$ cat src/rtl/spi_master_cfg.sv
// Configurable SPI master: runtime CPOL/CPHA, bit order, SCK divider and decoded chip selects.
// One word per transfer, framed by one half-period of CS setup and hold.
module spi_master_cfg #(
    parameter int DATA_W   = 16,
    parameter int DIV_W    = 8,
    parameter int NUM_CS   = 2,
    parameter int CS_SEL_W = 1
) (
    input  logic                clk,
    input  logic                rst,
    input  logic                start,
    input  logic [DATA_W-1:0]   data_in,
    input  logic [CS_SEL_W-1:0] cs_sel,
    input  logic                cpol,
    input  logic                cpha,
    input  logic                lsb_first,
    input  logic [DIV_W-1:0]    clk_div,
    input  logic                miso,
    output logic                mosi,
    output logic                sck,
    output logic [NUM_CS-1:0]   cs_n,
    output logic [DATA_W-1:0]   data_out,
    output logic                busy,
    output logic                done
);

    localparam int EC_W = $clog2(2 * DATA_W);
    localparam logic [EC_W-1:0] LAST_EDGE = EC_W'(2 * DATA_W - 1);

    typedef enum logic [1:0] {
        IDLE     = 2'd0,
        CS_SETUP = 2'd1,
        XFER     = 2'd2,
        CS_HOLD  = 2'd3
    } state_t;

    state_t              state, state_nxt;
    logic [DIV_W-1:0]    cnt;
    logic [DIV_W-1:0]    div_q;
    logic [EC_W-1:0]     edge_cnt;
    logic                cpha_q;
    logic                lsb_q;
    logic [DATA_W-1:0]   tx_q;
    logic [DATA_W-1:0]   rx_q;
    logic                accept;
    logic                expire;
    logic                last_edge;
    logic                leading;
    logic                drive;
    logic                sample;

    function automatic logic first_bit(input logic [DATA_W-1:0] w, input logic lsb);
        return lsb ? w[0] : w[DATA_W-1];
    endfunction

    function automatic logic [DATA_W-1:0] shift_out(input logic [DATA_W-1:0] w, input logic lsb);
        return lsb ? {1'b0, w[DATA_W-1:1]} : {w[DATA_W-2:0], 1'b0};
    endfunction

    function automatic logic [DATA_W-1:0] shift_in(input logic [DATA_W-1:0] w, input logic b,
                                                   input logic lsb);
        return lsb ? {b, w[DATA_W-1:1]} : {w[DATA_W-2:0], b};
    endfunction

    // Out-of-range selects leave every chip select deasserted.
    function automatic logic [NUM_CS-1:0] cs_decode(input logic [CS_SEL_W-1:0] sel);
        logic [NUM_CS-1:0] r;
        r = '1;
        for (int i = 0; i < NUM_CS; i++) begin
            if (int'(sel) == i) r[i] = 1'b0;
        end
        return r;
    endfunction

    assign accept    = (state == IDLE) && start;
    assign expire    = (cnt == '0);
    assign last_edge = (edge_cnt == LAST_EDGE);
    assign leading   = ~edge_cnt[0];
    // cpha=0 preloads the first bit at accept, so it never drives after the final trailing edge.
    assign drive     = cpha_q ? leading : (~leading && !last_edge);
    assign sample    = cpha_q ? ~leading : leading;
    assign busy      = (state != IDLE);

    always_ff @(posedge clk) begin
        if (rst) state <= IDLE;
        else     state <= state_nxt;
    end

    always_comb begin
        state_nxt = state;
        case (state)
            IDLE:     if (start) state_nxt = CS_SETUP;
            CS_SETUP: if (expire) state_nxt = XFER;
            XFER:     if (expire && last_edge) state_nxt = CS_HOLD;
            CS_HOLD:  if (expire) state_nxt = IDLE;
            default:  state_nxt = IDLE;
        endcase
    end

    always_ff @(posedge clk) begin
        if (rst) begin
            cnt      <= '0;
            edge_cnt <= '0;
            sck      <= 1'b0;
            cs_n     <= '1;
            mosi     <= 1'b0;
            data_out <= '0;
            done     <= 1'b0;
        end else begin
            done <= 1'b0;
            if (state != IDLE) cnt <= expire ? div_q : cnt - DIV_W'(1);
            case (state)
                IDLE: begin
                    sck      <= cpol;
                    cs_n     <= '1;
                    edge_cnt <= '0;
                    if (start) begin
                        cnt  <= clk_div;
                        cs_n <= cs_decode(cs_sel);
                        if (!cpha) mosi <= first_bit(data_in, lsb_first);
                    end
                end
                XFER: begin
                    if (expire) begin
                        sck      <= ~sck;
                        edge_cnt <= edge_cnt + EC_W'(1);
                        if (drive) mosi <= first_bit(tx_q, lsb_q);
                    end
                end
                CS_HOLD: begin
                    if (expire) begin
                        cs_n     <= '1;
                        done     <= 1'b1;
                        data_out <= rx_q;
                    end
                end
                default: ;
            endcase
        end
    end

    // Shadow configuration and shift registers; fully reloaded on every accept.
    always_ff @(posedge clk) begin
        if (accept) begin
            div_q  <= clk_div;
            cpha_q <= cpha;
            lsb_q  <= lsb_first;
            tx_q   <= cpha ? data_in : shift_out(data_in, lsb_first);
        end else if (state == XFER && expire) begin
            if (drive)  tx_q <= shift_out(tx_q, lsb_q);
            if (sample) rx_q <= shift_in(rx_q, miso, lsb_q);
        end
    end

endmodule

$ cat config.mk
export PLATFORM = sky130hd
export DESIGN_NAME = spi_master_cfg
export DESIGN_NICKNAME = d
export VERILOG_FILES = /design/src/rtl/spi_master_cfg.sv
export SDC_FILE = /design/constraint.sdc
export NUM_CORES = 1
export LEC_CHECK = 0
export CAP_MARGIN = 10
export CORE_ASPECT_RATIO = 0.75
export CORE_UTILIZATION = 30
export DETAILED_ROUTE_END_ITERATION = 12
export SKIP_CTS_REPAIR_TIMING = 1
export SKIP_LAST_GASP = 1
export SLEW_MARGIN = 10
export SYNTH_ARGS = -nofsm -noshare
export SYNTH_HDL_FRONTEND = slang
export SYNTH_SLANG_ARGS = --single-unit
export TNS_END_PERCENT = 10
$ cat constraint.sdc
create_clock -name clk -period 3.1 [get_ports clk]
set_input_delay 0.775 -clock clk [delete_from_list [all_inputs] [get_ports clk]]
set_output_delay 0.775 -clock clk [all_outputs]
set_load 0.005 [all_outputs]
==> impl_metrics.json, run 1 <==
{
  "path_clk_slew_ps": 60,
  "power.leakage_nw": 1.82,
  "synth-seq-cells": 78,
  "die_area_mm2": 0.0137,
  "yosys.area_share.xor_xnor_pct": 0.879,
  "dr.first_iter.drc_count": 207,
  "cts_tree": "done",
  "fin_crit_sh_pct": 81.7,
  "gr-total-overflow": 0,
  "r2r-end": "tx_q[6]$_DFFE_PP_",
  "status": "finished, final reports clean",
  "track_usage_pct": 14.1,
  "drc": 0,
  "numCtsBuffers": 9,
  "finalHoldViolCount": 0,
  "grt_max_degree": 33,
  "crit_type": "reg2out",
  "final_cell_area_mm2": 0.00505,
  "placed_cell_area_mm2": 0.00473,
  "cp_max_fo": 7,
  "pwr-share-comb_pct": 35.5,
  "cts_root_buf": "clkbuf_16",
  "p_clk_share_pct": 27.6,
  "p_per_area_mw_per_mm2": 826,
  "fin_crit_ps": 2530,
  "synthArstFlopShare_pct": 0,
  "nets": 481,
  "n_antenna_cell": 0,
  "vias_per_cell": 4.93,
  "drive_above_1_share_pct": 12.1,
  "setup_viol_count_final": 0,
  "grt_pass1_wl_um": 14900,
  "yosysSeqAreaShare_pct": 49.7,
  "startpoint_type": "flop",
  "avgSynthCellArea_um2": 10.2,
  "ir_drop_v": 0.000348,
  "postLayoutCoreUtil_pct": 38.9,
  "syn_inst": 391,
  "rows": 36,
  "slew_headroom_pct": 52.7,
  "drtPass1Iterations": 4,
  "hp-class": "reg2reg",
  "start_util_pct": 30.7,
  "maxSlewViolCount": 0,
  "antenna_found_initial": 0,
  "wirelength_um": 9010,
  "cp_data_arrival_time_ps": 1760,
  "routedWlPerCell_um": 14.6,
  "dieWidth_um": 135,
  "yosys.area.top_type": "edfxtp_1",
  "synth_top_area_share_pct": 31.7,
  "cp-end-kind": "output port",
  "grt_pass1_vias": 2885,
  "synth_edf_count": 42,
  "netlist_top_cells_area": "edfxtp_1, dfxtp_1, mux2i_1",
  "finalWeightedCongestion": 0.764,
  "yosysUniqueCellTypes": 43,
  "clock_tree.buffer_depth": 2,
  "synth-adder-area-share_pct": 2.51,
  "final_cell_mix": "clkdlybuf4s50_1, a21oi_1, edfxtp_1",
  "portBuffers": 53,
  "ff2ff_path_depth": 7,
  "final_common_cell": "clkdlybuf4s50_1",
  "dp_hpwl_um": 6420,
  "tightest_slew_ps": 710,
  "yosys_warnings": 0,
  "synth_top_flop_cell": "edfxtp_1",
  "clock_sinks": 78,
  "worstPathRequired_ps": 2320,
  "crit_start": "state[0]$_SDFFE_PP0P_",
  "synth-simple-area-share_pct": 13.7,
  "vias": 3037,
  "drv_cap": 0,
  "die_h_um": 102,
  "switchingPower_mw": 1.44,
  "synth_nets": 431,
  "coreArea_mm2": 0.0130,
  "crit_end": "busy",
  "r2r_slack_ps": 760,
  "io_pins": 54,
  "fmax_mhz": 395,
  "ant_nets": 0,
  "synth_top_family_by_area": "compound AO/OA/AOI/OAI gates",
  "rsz0062_at_grt": "no",
  "synth_compound_area_share_pct": 15.4,
  "switching_share_pct": 34.5,
  "worst_skew_pair.late_latency_ps": 340,
  "syn2layout_area_growth_pct": 26.8,
  "p_seq_share_pct": 36.9,
  "cts_max_level": 3,
  "p_int_mw": 2.73,
  "r2r-start": "edge_cnt[0]$_SDFFE_PP0P_",
  "syn-cell-area_mm2": 0.00398,
  "finClkSkew_ps": 8.77,
  "synth_mux_area_share_pct": 14.1
}
critical path, cell delays in order (launching register included):
cell,delay [ps]
dfxtp_1,360
inv_1,90
ha_1,210
inv_1,210
clkdlybuf4s50_1,550
layer usage:
metal | vias to the layer above | routed length [um] | global-route usage [%]
met3 | 9 | 458 | 3.70
met4 | 0 | 99 | 4.93
met1 | 1403 | 4640 | 20.0
met5 | - | 0 | 0
met2 | 76 | 3810 | 20.7
li1 | 1549 | - | -
cell type report:
| cell class | instances | area (um2) |
|---|---|---|
| clock buffer | 11 | 254 |
| clock inverter | 4 | 70.1 |
| fill | 1311 | 7920 |
| inverter | 9 | 33.8 |
| multi-input combinational | 276 | 1860 |
| sequential | 78 | 1980 |
| tap | 171 | 214 |
| timing repair buffer | 67 | 636 |
worst min-delay path by stage:
stage | end | cells after the start | from | slack (ps)
after global placement | data_out[12]$_SDFFE_PP0P_ | 2 | data_out[12]$_SDFFE_PP0P_ | 450
after floorplan | mosi$_SDFFE_PP0P_ | 2 | mosi$_SDFFE_PP0P_ | 450
after CTS | data_out[3]$_SDFFE_PP0P_ | 2 | data_out[3]$_SDFFE_PP0P_ | 460
after detailed placement | data_out[3]$_SDFFE_PP0P_ | 2 | data_out[3]$_SDFFE_PP0P_ | 450
final | data_out[3]$_SDFFE_PP0P_ | 2 | data_out[3]$_SDFFE_PP0P_ | 460
after global routing | data_out[13]$_SDFFE_PP0P_ | 2 | data_out[13]$_SDFFE_PP0P_ | 480
cell usage after synthesis, types with 9 or more instances:
master	count
a21oi_1	46
edfxtp_1	42
mux2i_1	37
dfxtp_1	36
nor2_1	28
nand2_1	27
nand3_1	24
clkbuf_1	21
o21ai_0	20
a211oi_1	18
mux2_2	17
inv_1	9
sequential cells by signal, summed over array words and instances (netlist names):
register	cells
cnt	8
cpha_q	1
cs_n	2
data_out	16
div_q	8
done	1
edge_cnt	5
lsb_q	1
mosi	1
rx_q	16
sck	1
state	2
tx_q	16
cells by family after synthesis:
logic type,Yosys count
buffers and inverters,37
muxes,54
AOI/OAI and AO/OA,102
DFF,78
xor gates and xnor gates,4
adders and majority gates,8
and+or+nand+nor,108
metrics by stage:
| step | cells | TNS (ps) | hold WS, ps | total power, mW | setup WS [ps] |
|---|---|---|---|---|---|
| CTS | 616 | 0 | 463 | 4.21 | 551 |
| detailed placement | 601 | 0 | 455 | 3.04 | 520 |
| floorplan | 391 | -399 | 451 | 2.60 | -24.9 |
| global route | 616 | 0 | 477 | 4.46 | 471 |
| global placement | 601 | 0 | 446 | 3.01 | 542 |
| finish | 616 | 0 | 458 | 4.17 | 569 |
power by group through the flow:
stage | clock (mW) | combinational (mW) | sequential, mW
6_report | 1.15 | 1.48 | 1.54
3_5_place_dp | 0 | 1.48 | 1.56
2_1_floorplan | 0 | 1.11 | 1.49
4_1_cts | 1.19 | 1.48 | 1.54
5_1_grt | 1.23 | 1.65 | 1.57
3_3_place_gp | 0 | 1.45 | 1.55
(Power assumes the default switching activity.)
==> run 2: changes to the inputs <==
==> constraint.sdc (replaced) <==
create_clock -name clk -period 2.2 [get_ports clk]
set_input_delay 0.55 -clock clk [delete_from_list [all_inputs] [get_ports clk]]
set_output_delay 0.55 -clock clk [all_outputs]
set_load 0.005 [all_outputs]
==> impl_metrics.json, run 2 (synthesis results as in run 1) <==
{
  "die_h_um": 102,
  "dp_hpwl_um": 6640,
  "dpl.cell_count": 611,
  "cts_max_level": 3,
  "ir_drop_v": 0.000467,
  "hp-class": "reg2reg",
  "rows": 36,
  "drv_cap": 0,
  "drtPass1Iterations": 4,
  "track_usage_pct": 14.6,
  "drc": 0,
  "clock_sinks": 78,
  "final_common_cell": "clkdlybuf4s50_1",
  "final_cell_area_mm2": 0.00522,
  "fin_ws_ps": 70.6,
  "n_antenna_cell": 0,
  "p_per_area_mw_per_mm2": 1150,
  "fmax_mhz": 470,
  "clock_tree.buffer_depth": 2,
  "wirelength_um": 9100,
  "antenna_found_initial": 0,
  "rsz0062_at_grt": "yes",
  "place_ws_ps": 41.2,
  "reg_top3": "data_out x16, rx_q x16, tx_q x16",
  "grt_max_degree": 34,
  "cts_tree": "done",
  "finalWeightedCongestion": 0.762,
  "fin_crit_sh_pct": 96.8,
  "fin_crit_ps": 2130,
  "finalHoldViolCount": 0,
  "numCtsBuffers": 9,
  "cp-end-kind": "flop",
  "maxSlewViolCount": 0,
  "portBuffers": 53,
  "syn2layout_area_growth_pct": 30.9,
  "status": "finished, final reports clean",
  "cp_data_arrival_time_ps": 2170,
  "worstPathRequired_ps": 2240,
  "fill_cells": 1289,
  "tightest_slew_ps": 506,
  "ant_nets": 0,
  "die_area_mm2": 0.0137,
  "io_pins": 54,
  "fin_cells": 627,
  "vias": 3125,
  "finClkSkew_ps": 7.71,
  "grt_pass1_wl_um": 15500,
  "placed_cell_area_mm2": 0.00488,
  "hold_slack_ps": 455,
  "coreArea_mm2": 0.0130,
  "nets": 491,
  "crit_type": "reg2reg",
  "startpoint_type": "flop",
  "path_clk_slew_ps": 60,
  "routedWlPerCell_um": 14.5,
  "cts_root_buf": "clkbuf_16",
  "power.leakage_nw": 1.89,
  "drive_above_1_share_pct": 16.4,
  "worst_skew_pair.late_latency_ps": 330,
  "cp_max_fo": 16,
  "grt_pass1_vias": 3042,
  "dieWidth_um": 135,
  "final_cell_mix": "clkdlybuf4s50_1, a21oi_1, edfxtp_1",
  "power_mw": 5.98,
  "start_util_pct": 30.7,
  "vias_per_cell": 4.98,
  "gr-total-overflow": 0,
  "setup_viol_count_final": 0,
  "slew_headroom_pct": 66.2,
  "dr.first_iter.drc_count": 195
}
## run 2: path summary, 6_finish.rpt
check                           start                       end  slack (ps)  cells after the start
max          edge_cnt[0]$_SDFFE_PP0P_         tx_q[2]$_DFFE_PP_          70                      7
min          data_out[2]$_SDFFE_PP0P_  data_out[2]$_SDFFE_PP0P_         450                      2
max reg2reg  edge_cnt[0]$_SDFFE_PP0P_         tx_q[2]$_DFFE_PP_          70                      7
min reg2reg  data_out[2]$_SDFFE_PP0P_  data_out[2]$_SDFFE_PP0P_         450                      2
## run 2: per-stage QoR
stage	util, %	setup TNS, ps
floorplan	-	-129
global placement	37.7	0
detailed placement	37.7	0
CTS	39.9	-124
global route	40.2	-238
finish	40.2	0
## run 2: worst max-delay path, stage by stage, from the launching register on
cell	delay, ps
dfxtp_1	310
ha_2	190
and3_1	180
ha_1	220
or3b_2	490
and2_4	160
o21ai_4	130
buf_12	170
## run 2: cell type report
type / instances / area [um2] / area share [%]
inverter: 9 / 33.8 / 0.648
timing repair buffer: 77 / 761 / 14.6
sequential: 78 / 1980 / 38.0
clock buffer: 13 / 280 / 5.37
multi-input combinational: 276 / 1930 / 36.9
clock inverter: 3 / 16.3 / 0.312
tap: 171 / 214 / 4.10
## run 2: routing by layer
metal	routed length, um	up-vias	track usage [%]
li1	-	1567	-
met4	85	0	3.63
met1	4530	1485	19.8
met5	0	-	0
met3	421	7	3.95
met2	4070	66	23.0
## run 2: where the power goes
group / switching (mW) / leakage (nW) / internal (mW) / total, mW
Combinational: 1.29 / 1.06 / 1.08 / 2.37
Sequential: 0.253 / 0.685 / 1.93 / 2.18
Clock: 0.551 / 0.145 / 0.881 / 1.43
